`src/rtl/sipo_frame_rx.sv`:
```
// sipo_frame_rx: serial-to-parallel frame receiver.
// Samples start bit, DATA_WIDTH data bits (LSB first), an optional even
// parity bit and a stop bit on strobed clock edges. A good word is presented
// on data_out with a one-cycle data_valid pulse. Errors are reported as
// one-cycle pulses. Every output comes straight from a flop.
module sipo_frame_rx #(
  parameter int DATA_WIDTH = 8,
  parameter int PARITY_EN  = 1
) (
  input  logic                  clock_in,
  input  logic                  resetn,
  input  logic                  serial_in,
  input  logic                  serial_en,
  output logic [DATA_WIDTH-1:0] data_out,
  output logic                  data_valid,
  output logic                  parity_err,
  output logic                  frame_err,
  output logic                  busy
);

  localparam int CW = $clog2(DATA_WIDTH + 1);
  localparam logic [CW-1:0] CNT_LAST = CW'(DATA_WIDTH - 1);

  typedef enum logic [1:0] {
    ST_IDLE   = 2'd0,
    ST_DATA   = 2'd1,
    ST_PARITY = 2'd2,
    ST_STOP   = 2'd3
  } state_t;

  // Even parity: 1 when the vector holds an odd number of ones.
  function automatic logic odd_ones(input logic [DATA_WIDTH-1:0] d);
    return ^d;
  endfunction

  state_t                state_r;
  state_t                state_next_s;
  logic [CW-1:0]         cnt_r;
  logic [CW-1:0]         cnt_next_s;
  logic [DATA_WIDTH-1:0] shift_r;
  logic [DATA_WIDTH-1:0] shift_next_s;
  logic                  par_bit_r;
  logic                  par_bit_next_s;
  logic [DATA_WIDTH-1:0] data_out_r;
  logic [DATA_WIDTH-1:0] data_out_next_s;
  logic                  data_valid_r;
  logic                  data_valid_next_s;
  logic                  parity_err_r;
  logic                  parity_err_next_s;
  logic                  frame_err_r;
  logic                  frame_err_next_s;
  logic                  busy_r;
  logic                  busy_next_s;
  logic                  par_fail_s;

  // Parity failure: data bits XOR received parity bit must be 0.
  always_comb begin
    par_fail_s = 1'b0;
    if (PARITY_EN != 0) begin
      par_fail_s = odd_ones(shift_r) ^ par_bit_r;
    end else begin
      par_fail_s = 1'b0;
    end
  end

  // Next-state, datapath and pulse decode. Nothing moves without a strobe.
  always_comb begin
    state_next_s      = state_r;
    cnt_next_s        = cnt_r;
    shift_next_s      = shift_r;
    par_bit_next_s    = par_bit_r;
    data_out_next_s   = data_out_r;
    data_valid_next_s = 1'b0;
    parity_err_next_s = 1'b0;
    frame_err_next_s  = 1'b0;
    if (serial_en) begin
      case (state_r)
        ST_IDLE: begin
          if (!serial_in) begin
            state_next_s = ST_DATA;
            cnt_next_s   = {CW{1'b0}};
          end else begin
            state_next_s = ST_IDLE;
          end
        end
        ST_DATA: begin
          // LSB arrives first, so shift towards bit 0.
          shift_next_s = {serial_in, shift_r[DATA_WIDTH-1:1]};
          cnt_next_s   = cnt_r + CW'(1);
          if (cnt_r == CNT_LAST) begin
            state_next_s = (PARITY_EN != 0) ? ST_PARITY : ST_STOP;
          end else begin
            state_next_s = ST_DATA;
          end
        end
        ST_PARITY: begin
          par_bit_next_s = serial_in;
          state_next_s   = ST_STOP;
        end
        ST_STOP: begin
          // A 0 stop bit is a framing error, not a new start bit.
          if (serial_in) begin
            data_out_next_s   = shift_r;
            data_valid_next_s = 1'b1;
            parity_err_next_s = par_fail_s;
          end else begin
            frame_err_next_s  = 1'b1;
          end
          state_next_s = ST_IDLE;
        end
        default: begin
          state_next_s = ST_IDLE;
        end
      endcase
    end else begin
      state_next_s = state_r;
    end
    busy_next_s = (state_next_s != ST_IDLE);
  end

  // State register.
  always_ff @(posedge clock_in or negedge resetn) begin
    if (!resetn) begin
      state_r <= ST_IDLE;
    end else begin
      state_r <= state_next_s;
    end
  end

  // Datapath and registered outputs.
  always_ff @(posedge clock_in or negedge resetn) begin
    if (!resetn) begin
      cnt_r        <= {CW{1'b0}};
      shift_r      <= {DATA_WIDTH{1'b0}};
      par_bit_r    <= 1'b0;
      data_out_r   <= {DATA_WIDTH{1'b0}};
      data_valid_r <= 1'b0;
      parity_err_r <= 1'b0;
      frame_err_r  <= 1'b0;
      busy_r       <= 1'b0;
    end else begin
      cnt_r        <= cnt_next_s;
      shift_r      <= shift_next_s;
      par_bit_r    <= par_bit_next_s;
      data_out_r   <= data_out_next_s;
      data_valid_r <= data_valid_next_s;
      parity_err_r <= parity_err_next_s;
      frame_err_r  <= frame_err_next_s;
      busy_r       <= busy_next_s;
    end
  end

  assign data_out   = data_out_r;
  assign data_valid = data_valid_r;
  assign parity_err = parity_err_r;
  assign frame_err  = frame_err_r;
  assign busy       = busy_r;

endmodule

```
`config.mk`:
```
export PLATFORM = sky130hd
export DESIGN_NAME = sipo_frame_rx
export DESIGN_NICKNAME = d
export VERILOG_FILES = /design/src/rtl/sipo_frame_rx.sv
export SDC_FILE = /design/constraint.sdc
export NUM_CORES = 1
export LEC_CHECK = 0
export ABC_CLOCK_PERIOD_IN_PS = 3200
export BUFFER_PORTS_ARGS = -buffer_cell sky130_fd_sc_hd__buf_4
export CORE_MARGIN = 2
export CORE_UTILIZATION = 55
export CTS_BUF_LIST = sky130_fd_sc_hd__clkbuf_4
export DETAILED_ROUTE_END_ITERATION = 10
export PLACE_DENSITY = 0.81
export SLEW_MARGIN = 10
export SYNTH_ARGS = -nofsm -noshare
export SYNTH_HDL_FRONTEND = slang
export SYNTH_SLANG_ARGS = --single-unit
```
`constraint.sdc`:
```
create_clock -name clock_in -period 3.2 [get_ports clock_in]
set_input_delay 0.32 -clock clock_in [delete_from_list [all_inputs] [get_ports clock_in]]
set_output_delay 0.32 -clock clock_in [all_outputs]
set_load 0.1 [all_outputs]
```
# After elaboration in Yosys (flattened, before gate mapping)
# Index checks and enable logic that the tools add are counted.
op_classes:
  shift: 0
  n_mux: 15
  n_lt_le_gt_ge: 0
  div: 0
  n_reduce_logical: 8
  n_addsub: 1
  eq_ne: 5
  multipliers: 0
  bitwise: 1
op_table:
  columns: ["op", "count"]
  rows:
  - ["$mux W1", 10]
  - ["$pmux W2 S4", 1]
  - ["$pmux W4 S2", 1]
  - ["$reduce_xor A8 Y1", 1]
  - ["$reduce_and A3 Y1", 2]
  - ["$add A4 B1 Y4 const B", 1]
  - ["$eq A2 B2 Y1 const B", 2]
  - ["$eq A4 B3 Y1 const B", 1]
  - ["$mux W2", 2]
  - ["$mux W4", 1]
  - ["$reduce_and A2 Y1", 2]
  - ["$reduce_bool A2 Y1", 2]
  - ["$eq A2 B1 Y1 const B", 1]
  - ["$logic_not A2 Y1", 1]
  - ["$ne A2 B2 Y1 const B", 1]
  - ["$xor A1 B1 Y1", 1]
totals:
  word_cells: 39
  latch_bits: 0
  regBits: 27
  mem_bits_ro: 0
  input_bits: 4
  mem_bits_rw: 0
  mem_count: 0

# Logic depth before layout (Yosys ltp)
depth:
  ltp_word: 5
  mapped_depth: 5

# Worst setup path before layout
# Ideal clock, no wire load.
synth_timing:
  path_kind: "reg2out"
  from: "reg data_out_r[0] (netlist: data_out[0])"
  to: "out data_out[0]"
  t_required_ps: 2880
  path_buffers: 0
  setup_slack_ps: 1983
  stages_incl_launch_ff: 1
  arrival_time_ps: 897
  cell_sequence: "dfrtp_1"
synth_lines:
  columns: ["element", "line_no", "source"]
  rows:
  - ["from (decl)", "44", "logic [DATA_WIDTH-1:0] data_out_r;"]
  - ["from (signal assigned)", "136", "data_out_r <= {DATA_WIDTH{1'b0}};"]
  - ["from (signal assigned)", "145", "data_out_r <= data_out_next_s;"]
  - ["to (decl)", "14", "output logic [DATA_WIDTH-1:0] data_out,"]
# No word-level cell between the ends.

# Worst setup path in the final report
layout_timing:
  from: "reg state_r[0]"
  to: "reg parity_err_r (netlist: parity_err)"
layout_via:
  elab_chain_cells: 3
layout_rtl:
  columns: ["element", "line_no", "source"]
  rows:
  - ["from (decl)", "36", "state_t state_r;"]
  - ["from (signal assigned)", "126", "state_r <= state_next_s;"]
  - ["$eq A2 B2 Y1", "77", "case (state_r)"]
  - ["$mux W1", "77", null]
  - ["$mux W1", "76", "if (serial_en) begin"]
  - ["named net parity_err_next_s", "49", "logic parity_err_next_s;"]
  - ["to (signal assigned)", "147", "parity_err_r <= parity_err_next_s;"]
  - ["to (decl)", "48", "logic parity_err_r;"]
# The timed path passes the listed nets, and every way through them passes these cells.
# A chain may end at the register's enable or synchronous reset.

==> results.json <==
{
  "synth_area_leaders": "dfrtp_1 (56%), mux2_2 (8.4%), nand2_1 (8.1%), xnor3_1 (3.7%), a22o_1 (2.9%)",
  "final.fill_count": 144,
  "first_pass_iters": 4,
  "path_class": "reg -> reg",
  "grt_first_pass_wirelength_microns": 3200,
  "synth_cell_types": 28,
  "syn_nets": 105,
  "period_needed_ps": 1360,
  "critical-path-slowest-cell": "dfrtp_1",
  "path_max_fanout": 10,
  "grt_max_degree": 28,
  "yosysTopAreaCell": "dfrtp_1",
  "drc": 0,
  "cts.path.max_buffers": 2,
  "antenna_found_initial": 0,
  "rows": 16,
  "core_sq_mm": 0.00202,
  "clkTransAtPathRegs_ps": 120,
  "diodes": 0,
  "routed_wirelength_microns": 1870,
  "crit_path_end_kind": "flip-flop",
  "async_flop_share_pct": 100,
  "slew_headroom_pct": 74.8,
  "ant_nets": 0,
  "dieArea_sq_mm": 0.00259,
  "grtUsageTotal_pct": 17.1,
  "grt_overflow_total": 0,
  "setup_tns_ps": 0,
  "gp_congestion": 0.843,
  "yosysWarnings": 0,
  "period_share_pct": 42.6,
  "drv_cap": 0,
  "vias": 734,
  "syn2layout_area_growth_pct": 14.2,
  "worstPathArrival_ps": 1610,
  "cts_root_buf": "clkbuf_4",
  "drt_iter0_drc": 11,
  "outcome": "complete, no violations",
  "syn_avg_cell_area_sq_um": 12.1,
  "cts_inserted_buffers": 3,
  "synth_largest_type_area_fraction_pct": 56.0,
  "synth.most_common_cell": "dfrtp_1",
  "critPathMaxStageDelay_ps": 590,
  "tightest_slew_ps": 378,
  "hold_path.class": "in -> reg",
  "fin_ws_ps": 1840,
  "slew_violations": 0,
  "vias_per_cell": 5.10,
  "path_buf_inv": 1,
  "final_layout_size_suffix_gt1_share_pct": 26.5,
  "synth_edf_count": 0,
  "grt_pass1_vias": 666,
  "hpwl_microns": 1390,
  "worstSkewPairLatency_ps": 320,
  "worstPathCellList": "nand4_4 -> inv_1 -> nand2_1 -> mux2i_1",
  "hold_viol_final": 0,
  "synth-seq-cells": 27,
  "die_y_microns": 50.9,
  "synthesis.area_sq_mm": 0.00121,
  "final_core_util_pct": 68.2,
  "start_util_pct": 59.7,
  "die_width_microns": 50.9,
  "crit_family": "flip-flops",
  "layout.nets": 123,
  "crit_required_ps": 3450,
  "tritoncts": "built",
  "portBuffers": 15,
  "post_cts_buffers": 0,
  "yosysSeqAreaShare_pct": 56.0,
  "rsz0062_at_grt": "false",
  "syn_inst": 100,
  "fin_skew_ps": 3.44,
  "synth_common_cells": "dfrtp_1 (27), nand2_1 (26), mux2_2 (9), a22o_1 (4), buf_2 (3)",
  "postSynth.topFlopCell": "dfrtp_1",
  "worstSetupStartpointType": "flip-flop",
  "clock_sinks": 27,
  "dp_slack_ps": 1850,
  "setup_viol": 0,
  "multi_input_area_sq_um": 505,
  "rrSetupSlack_ps": 1840,
  "regArea_sq_um": 676,
  "ios": 16,
  "fmax_mhz": 734,
  "htree_levels": 1,
  "wl_per_cell_microns": 13.0
}
[worst register-to-register path: stages (launching register included)]
cell and delay [ps]:
dfrtp_1 590, nand4_4 230, inv_1 260, nand2_1 80, mux2i_1 140
[path summary, 6_finish.rpt]
path,from,endpoint,cells after the start
worst max-delay path,state_r[0]$_DFF_PN0_,parity_err$_DFF_PN0_,4
min in group asynchronous,resetn,data_out[0]$_DFFE_PN0P_,2
worst max register to register,state_r[0]$_DFF_PN0_,parity_err$_DFF_PN0_,4
worst min-delay path,serial_in,frame_err$_DFF_PN0_,2
worst min register to register,data_out[6]$_DFFE_PN0P_,data_out[6]$_DFFE_PN0P_,2
max in group asynchronous,resetn,cnt_r[1]$_DFFE_PN0P_,2
[stage by stage]
| step | std cells | hold WS (ps) | cell area (sq um) |
|---|---|---|---|
| 6_report | 144 | 214 | 1380 |
| 5_1_grt | 144 | 208 | 1380 |
| 4_1_cts | 144 | 200 | 1380 |
| 3_5_place_dp | 139 | 248 | 1340 |
| 3_3_place_gp | 139 | 238 | 1340 |
| 2_1_floorplan | 100 | 24.4 | 1210 |
[logic make-up (layout without fill, tap and decap cells)]
kind of cell / after synthesis / count (layout) / share of synthesized area (%)
flops: 27 / 27 / 56.0
compound gates: 9 / 9 / 5.70
xor+xnor: 5 / 5 / 5.91
fa+ha+maj: 1 / 1 / 1.04
simple gates: 40 / 40 / 18.1
buf+inv: 6 / 23 / 2.18
mux: 12 / 12 / 11.1
[layout by cell type, fill, tap and decap left out, types with 2 or more instances in the layout]
| master | n |
|---|---|
| nor2b_1 | 2 |
| nand2b_1 | 2 |
| inv_1 | 2 |
| dfrtp_1 | 27 |
| xnor2_1 | 2 |
| nand3_1 | 2 |
| mux2_2 | 9 |
| xnor3_1 | 2 |
| buf_4 | 15 |
| nand2_1 | 26 |
| o21ai_0 | 2 |
| mux2_1 | 2 |
| clkbuf_4 | 4 |
| a22o_1 | 4 |
[final cells by class]
cell class	count	share of cell area [%]
sequential	27	49.0
multi-input combinational	67	36.7
tap	27	2.45
timing repair buffer	16	8.89
clock buffer	4	2.18
inverter	3	0.817
[routing by layer]
metal | wire length, microns | GRT usage [%] | vias up | part of all wire, %
met4 | 36 | 6.76 | 0 | 1.9
met1 | 950 | 25.0 | 342 | 51
met3 | 90 | 5.26 | 4 | 4.8
met2 | 796 | 23.9 | 17 | 42
li1 | - | - | 371 | -
met5 | 0 | 0 | - | 0
[state kept, by name, summed over array words and instances (netlist names)]
signal / flops
busy: 1
cnt_r: 4
data_out: 8
data_valid: 1
frame_err: 1
par_bit_r: 1
parity_err: 1
shift_r: 8
state_r: 2
[timing repair]
item	4_1_cts	5_1_grt
hold endpoints to repair	27	0
gates resized for setup	0	0
hold buffers	1	0
Power is not shown: default switching activity piles up to over one toggle a cycle in this logic, so the estimate is an artifact.
